$ cat config.mk
export PLATFORM = sky130hd
export DESIGN_NAME = dht11_ascii_fmt
export DESIGN_NICKNAME = d
export VERILOG_FILES = /design/src/rtl/dht11_ascii_fmt.sv
export SDC_FILE = /design/constraint.sdc
export NUM_CORES = 1
export LEC_CHECK = 0
export BUFFER_PORTS_ARGS = -buffer_cell sky130_fd_sc_hd__buf_4
export CORE_ASPECT_RATIO = 2
export CORE_MARGIN = 2
export CORE_UTILIZATION = 40
export CTS_BUF_LIST = sky130_fd_sc_hd__clkbuf_8
export CTS_CLUSTER_SIZE = 30
export DETAILED_ROUTE_END_ITERATION = 10
export SYNTH_ARGS = -nofsm -noshare
export SYNTH_HDL_FRONTEND = slang
export SYNTH_SLANG_ARGS = --single-unit
$ cat constraint.sdc
create_clock -name clk -period 5.7 [get_ports clk]
set_clock_uncertainty 0.1 [all_clocks]
set_input_delay 0 -clock clk [delete_from_list [all_inputs] [get_ports clk]]
set_output_delay 0 -clock clk [all_outputs]
set_load 0.02 [all_outputs]
$ cat src/rtl/dht11_ascii_fmt.sv
`default_nettype none
// ============================================================================
//  Module   : dht11_ascii_fmt
//  Purpose  : Captures a 40-bit DHT11 frame, verifies its checksum, converts
//             the integer humidity and temperature fields to two decimal
//             digits each, and streams an ASCII line into a TX FIFO:
//               OK  : "H=hh% T=ttC\r\n" (13 bytes)
//               ERR : "ERR\r\n"         (5 bytes, only when SEND_ERR != 0)
//  Ports    : clk        - system clock, rising edge
//             rst        - asynchronous active-high reset
//             dht_data   - sensor frame {RH int, RH dec, T int, T dec, csum}
//             dht_valid  - one-cycle strobe qualifying dht_data
//             fifo_full  - TX FIFO full, blocks pushes
//             fifo_wdata - ASCII byte to the FIFO (holds when not pushing)
//             fifo_push  - one-cycle FIFO write strobe
//             busy       - frame in flight (capture .. last push)
//             csum_err   - one-cycle pulse on checksum failure
//             frame_drop - one-cycle pulse when a frame arrives while busy
//  Revision : 1.0 - initial release
// ============================================================================
module dht11_ascii_fmt #(
    parameter int SEND_ERR = 1,
    parameter int DEC_MAX  = 99
) (
    input  logic        clk,
    input  logic        rst,
    input  logic [39:0] dht_data,
    input  logic        dht_valid,
    input  logic        fifo_full,
    output logic [7:0]  fifo_wdata,
    output logic        fifo_push,
    output logic        busy,
    output logic        csum_err,
    output logic        frame_drop
);

    localparam logic [7:0] C_DEC_MAX = DEC_MAX[7:0];
    localparam logic [7:0] C_ASCII_0 = 8'h30;

    typedef enum logic [1:0] {
        ST_IDLE  = 2'd0,
        ST_CHECK = 2'd1,
        ST_CONV  = 2'd2,
        ST_SEND  = 2'd3
    } state_t;

    state_t      r_state;
    state_t      w_state_nxt;

    logic [39:0] r_data;
    logic [7:0]  r_h_rem;
    logic [7:0]  r_t_rem;
    logic [3:0]  r_h_tens;
    logic [3:0]  r_t_tens;
    logic [3:0]  r_idx;
    logic        r_err_msg;
    logic [7:0]  r_last_byte;

    logic [7:0]  w_sum;
    logic        w_csum_ok;
    logic        w_conv_done;
    logic [7:0]  w_h_clamp;
    logic [7:0]  w_t_clamp;
    logic [3:0]  w_last_idx;
    logic [7:0]  w_byte;
    logic        w_push;

    assign w_sum       = r_data[39:32] + r_data[31:24] + r_data[23:16] + r_data[15:8];
    assign w_csum_ok   = (w_sum == r_data[7:0]);
    assign w_conv_done = (r_h_rem < 8'd10) && (r_t_rem < 8'd10);
    assign w_h_clamp   = (r_data[39:32] > C_DEC_MAX) ? C_DEC_MAX : r_data[39:32];
    assign w_t_clamp   = (r_data[23:16] > C_DEC_MAX) ? C_DEC_MAX : r_data[23:16];
    assign w_last_idx  = r_err_msg ? 4'd4 : 4'd12;

    // Current message byte; ones digits are the remainders, already < 10.
    always_comb begin
        w_byte = 8'h00;
        if (r_err_msg) begin
            case (r_idx)
                4'd0:    w_byte = 8'h45;
                4'd1:    w_byte = 8'h52;
                4'd2:    w_byte = 8'h52;
                4'd3:    w_byte = 8'h0D;
                4'd4:    w_byte = 8'h0A;
                default: w_byte = 8'h00;
            endcase
        end else begin
            case (r_idx)
                4'd0:    w_byte = 8'h48;
                4'd1:    w_byte = 8'h3D;
                4'd2:    w_byte = C_ASCII_0 + {4'h0, r_h_tens};
                4'd3:    w_byte = C_ASCII_0 + {4'h0, r_h_rem[3:0]};
                4'd4:    w_byte = 8'h25;
                4'd5:    w_byte = 8'h20;
                4'd6:    w_byte = 8'h54;
                4'd7:    w_byte = 8'h3D;
                4'd8:    w_byte = C_ASCII_0 + {4'h0, r_t_tens};
                4'd9:    w_byte = C_ASCII_0 + {4'h0, r_t_rem[3:0]};
                4'd10:   w_byte = 8'h43;
                4'd11:   w_byte = 8'h0D;
                4'd12:   w_byte = 8'h0A;
                default: w_byte = 8'h00;
            endcase
        end
    end

    // State register
    always_ff @(posedge clk or posedge rst) begin
        if (rst) begin
            r_state <= ST_IDLE;
        end else begin
            r_state <= w_state_nxt;
        end
    end

    // Next state and strobes; the push strobe is gated by fifo_full in the
    // same cycle so it can never coincide with a full FIFO.
    always_comb begin
        w_state_nxt = r_state;
        w_push      = 1'b0;
        csum_err    = 1'b0;
        busy        = (r_state != ST_IDLE);
        frame_drop  = dht_valid && (r_state != ST_IDLE);
        case (r_state)
            ST_IDLE: begin
                if (dht_valid) begin
                    w_state_nxt = ST_CHECK;
                end
            end
            ST_CHECK: begin
                if (w_csum_ok) begin
                    w_state_nxt = ST_CONV;
                end else begin
                    csum_err    = 1'b1;
                    w_state_nxt = (SEND_ERR != 0) ? ST_SEND : ST_IDLE;
                end
            end
            ST_CONV: begin
                if (w_conv_done) begin
                    w_state_nxt = ST_SEND;
                end
            end
            ST_SEND: begin
                if (!fifo_full) begin
                    w_push = 1'b1;
                    if (r_idx == w_last_idx) begin
                        w_state_nxt = ST_IDLE;
                    end
                end
            end
            default: w_state_nxt = ST_IDLE;
        endcase
    end

    assign fifo_push  = w_push;
    assign fifo_wdata = w_push ? w_byte : r_last_byte;

    // Datapath: capture, clamp, tens/ones by repeated subtraction, byte index
    always_ff @(posedge clk or posedge rst) begin
        if (rst) begin
            r_data      <= 40'h0;
            r_h_rem     <= 8'h00;
            r_t_rem     <= 8'h00;
            r_h_tens    <= 4'h0;
            r_t_tens    <= 4'h0;
            r_idx       <= 4'h0;
            r_err_msg   <= 1'b0;
            r_last_byte <= 8'h00;
        end else begin
            case (r_state)
                ST_IDLE: begin
                    if (dht_valid) begin
                        r_data <= dht_data;
                    end
                    r_idx <= 4'h0;
                end
                ST_CHECK: begin
                    r_h_rem   <= w_h_clamp;
                    r_t_rem   <= w_t_clamp;
                    r_h_tens  <= 4'h0;
                    r_t_tens  <= 4'h0;
                    r_err_msg <= !w_csum_ok;
                    r_idx     <= 4'h0;
                end
                ST_CONV: begin
                    if (r_h_rem >= 8'd10) begin
                        r_h_rem  <= r_h_rem - 8'd10;
                        r_h_tens <= r_h_tens + 4'd1;
                    end
                    if (r_t_rem >= 8'd10) begin
                        r_t_rem  <= r_t_rem - 8'd10;
                        r_t_tens <= r_t_tens + 4'd1;
                    end
                end
                ST_SEND: begin
                    if (w_push) begin
                        r_last_byte <= w_byte;
                        r_idx       <= r_idx + 4'd1;
                    end
                end
                default: ;
            endcase
        end
    end

endmodule
`default_nettype wire

==> metrics.md <==
| Metric | Value |
|---|---|
| Chip width | `80.54 um` |
| Setup Viol. Count Final | `0` |
| ANT nets after route | `0` |
| Count leader, synth | `dfrtp_1` |
| Peak VDD IR | `543.2 uV` |
| Worst-path cell chain | `fa_1 > inv_1 > fa_1 > inv_1 > ha_1 > fa_1 > a21o_1 > a21oi_1 > o21ai_0 > xnor2_1 > o41ai_2 > inv_1 > buf_4` |
| H-tree depth | `3` |
| # Max-Cap Violations | `0` |
| Fin util | `50.65%` |
| Least-Margin Pin Slew | `1035 ps` |
| Root buffer cell | `clkbuf_8` |
| Starting DRT DRC Count | `226` |
| Setup crit start kind | `flop` |
| Diodes inserted | `0` |
| Leak pwr | `2.606 nW` |
| CTS max path bufs | `2` |
| Number of global-route vias before repair | `3677` |
| Post-Synth Adder-Cell Area | `11.05%` |
| GP Congestion | `0.8066` |
| Synth cell types | `57` |
| P per Cell Area | `723.2 nW/um^2` |
| Die area | `12650 um^2` |
| Grt total ovfl | `0` |
| Synth Area in Compound Gates | `14.55%` |
| Max incr delay on CP | `540 ps` |
| Post-Synthesis Cell Area | `4687 um^2` |
| FF+latch count, synth | `79` |
| Sequential area share after synthesis | `42.18%` |
| Initial antenna violation count | `0` |
| Crit path setup slack, layout | `1738 ps` |
| Synth area leader | `dfrtp_1` |
| Layout cell share with drive strength beyond 1 | `22.52%` |
| Placed insts | `642` |
| Total clock sinks | `79` |
| GRT Overall Usage | `18.28%` |
| Critical path data arrival time | `3860 ps` |
| # DRC | `0` |
| Core area | `11560 um^2` |
| IO Pins | `56` |
| Number of synthesized flops with an enable pin | `0` |
| Slew Viols, Final | `0` |
| Syn_area_per_cell | `10.12 um^2` |
| Most common flop cell mapped by yosys | `dfrtp_1` |
| Worst slack, placed | `2056 ps` |
| Final Cycle Share | `69.51%` |
| Synthesis Warnings | `0` |
| Clk_lat worst skew | `360 ps` |
| Total power | `4.235 mW` |
| Multiplexer share of the synthesized area | `10.76%` |
| Top post-synthesis cells by area | `dfrtp_1 42%, mux2_2 10%, fa_1 6.0%` |
| CP endpoint kind | `output pin` |
| Slowest CP cell | `fa_1` |
| Post-synthesis cell count | `463` |
| Min Tclk post-route | `3962 ps` |
| Initial Util | `40.54%` |
| CTS buffer count | `9` |
| Hold crit path type | `in2reg` |
| DR pass1 iterations | `4` |
| CTS tree | `built` |
| Most frequent cells after synthesis | `79 x dfrtp_1, 43 x mux2_2, 37 x nor2_1, 34 x nand2_1, 32 x inv_1` |
| Synth Area in XOR/XNOR | `5.045%` |
| Slew headroom | `30.99%` |
| Setup_tns | `0 ps` |
| Worst setup path category | `reg2out` |
| Detailed placement HPWL | `7.515 mm` |
| Hold Vio Cnt, Final | `0` |
| Outcome | `finished clean` |
| Largest family of logic cells by synthesized area | `compound AO/OA/AOI/OAI gates` |
| Non-Filler Instances | `700` |
| WL per Instance | `15.09 um` |
| Die H | `157.1 um` |
| Worst-path maximum fanout | `3` |
| Ys async rst share | `100.0%` |
| Largest net degree at the start of global routing | `80` |
| Final wirelength | `10.56 mm` |
| Port bufs | `55` |
| Clock transition at the registers of the reported paths | `90 ps` |
| Required @ worst endpoint | `5600 ps` |
| Area growth syn-to-layout | `24.93%` |
| Synth Area in Simple Gates | `11.83%` |
| First-pass GRT wire length | `17.84 mm` |
| # fillers | `1094` |
| Fmax | `252.4 MHz` |
| Net count after synthesis | `540` |
| Row count | `56` |
| Vias/cell | `5.229` |
| Vias | `3660` |
| Yosys top cell area share | `42.18%` |
| # nets final | `627` |
| RSZ-0062 raised after global routing | `false` |
==> kinds of logic after synthesis <==
logic type	count (synthesis)
and+or+nand+nor	116
AOI/OAI and AO/OA	108
DFF	79
buffers and inverters	55
muxes	45
adders and majority gates	33
xor gates and xnor gates	27
==> critical path: cells and delay by family (launching register included) <==
kind	cells	cell delay (ps)
adder cells (fa/ha/maj)	4	1650
AO/OA/AOI/OAI	4	960
flip-flops	1	410
buffers and inverters	4	320
XOR/XNOR	1	150
==> final timing paths <==
check / cells past startpoint / slack (ps) / start / endpoint
worst max register to register: 12 / 2040 / r_data[9] / r_err_msg
worst min register to register: 2 / 380 / r_last_byte[2] / r_last_byte[2]
max in group asynchronous: 4 / 4410 / rst / r_data[6]
min in group asynchronous: 4 / 380 / rst / r_last_byte[4]
worst min-delay path: 3 / 70 / dht_valid / r_state[1]
worst max-delay path: 13 / 1740 / r_data[9] / csum_err
==> final cells by class <==
type	instances	area (um^2)	share of cell area [%]
tap	145	181.4	3.098
inverter	32	121.4	2.073
clock buffer	9	123.9	2.115
sequential	79	1977	33.76
clock inverter	7	108.9	1.859
multi-input combinational	329	2495	42.61
timing repair buffer	99	848.3	14.49
==> cells in the final DEF (no fill, tap or decap), drive strengths merged, types with 9 or more instances in the layout <==
cell,count
xor2,9
dlygate4sd3,42
nand2,34
dfrtp,79
nor3,11
o21ai,32
a21oi,31
nor2,38
ha,19
clkbuf,9
inv,36
buf,57
mux2,43
xnor2,18
fa,14
==> per-layer routing <==
| layer | vias up | track usage, % | share of wire (%) |
|---|---|---|---|
| li1 | 1790 | - | - |
| met1 | 1796 | 23.63 | 43 |
| met2 | 67 | 31.23 | 52 |
| met3 | 7 | 2.408 | 3.0 |
| met4 | 0 | 6.053 | 1.2 |
| met5 | - | 0 | 0 |
==> flip-flops by register name (all words and copies together), names as in the netlist <==
name and flops:
r_data 40, r_h_rem 8, r_last_byte 8, r_t_rem 8, r_h_tens 4, r_idx 4, r_t_tens 4, r_state 2
r_err_msg 1
==> report_power, final <==
part           leakage, nW  internal [mW]  switching, mW
Combinational         1.53           1.26           1.41
Clock                0.119          0.258          0.233
Sequential           0.961          0.816          0.263
Total                 2.61           2.33           1.90
==> timing repair <==
item / CTS / global route
hold buffers: 42 / 0
gates resized for setup: 0 / 0
setup buffers: 0 / 0
hold endpoints to repair: 122 / 0
==> through the flow <==
stage	hold slack, ps	area [um^2]
after floorplan	50.58	4687
after global placement	133.3	5202
after detailed placement	136.2	5202
after CTS	54.27	5856
after global routing	82.39	5856
final	72.62	5856
Note: power is estimated with default switching activity, not from simulation.
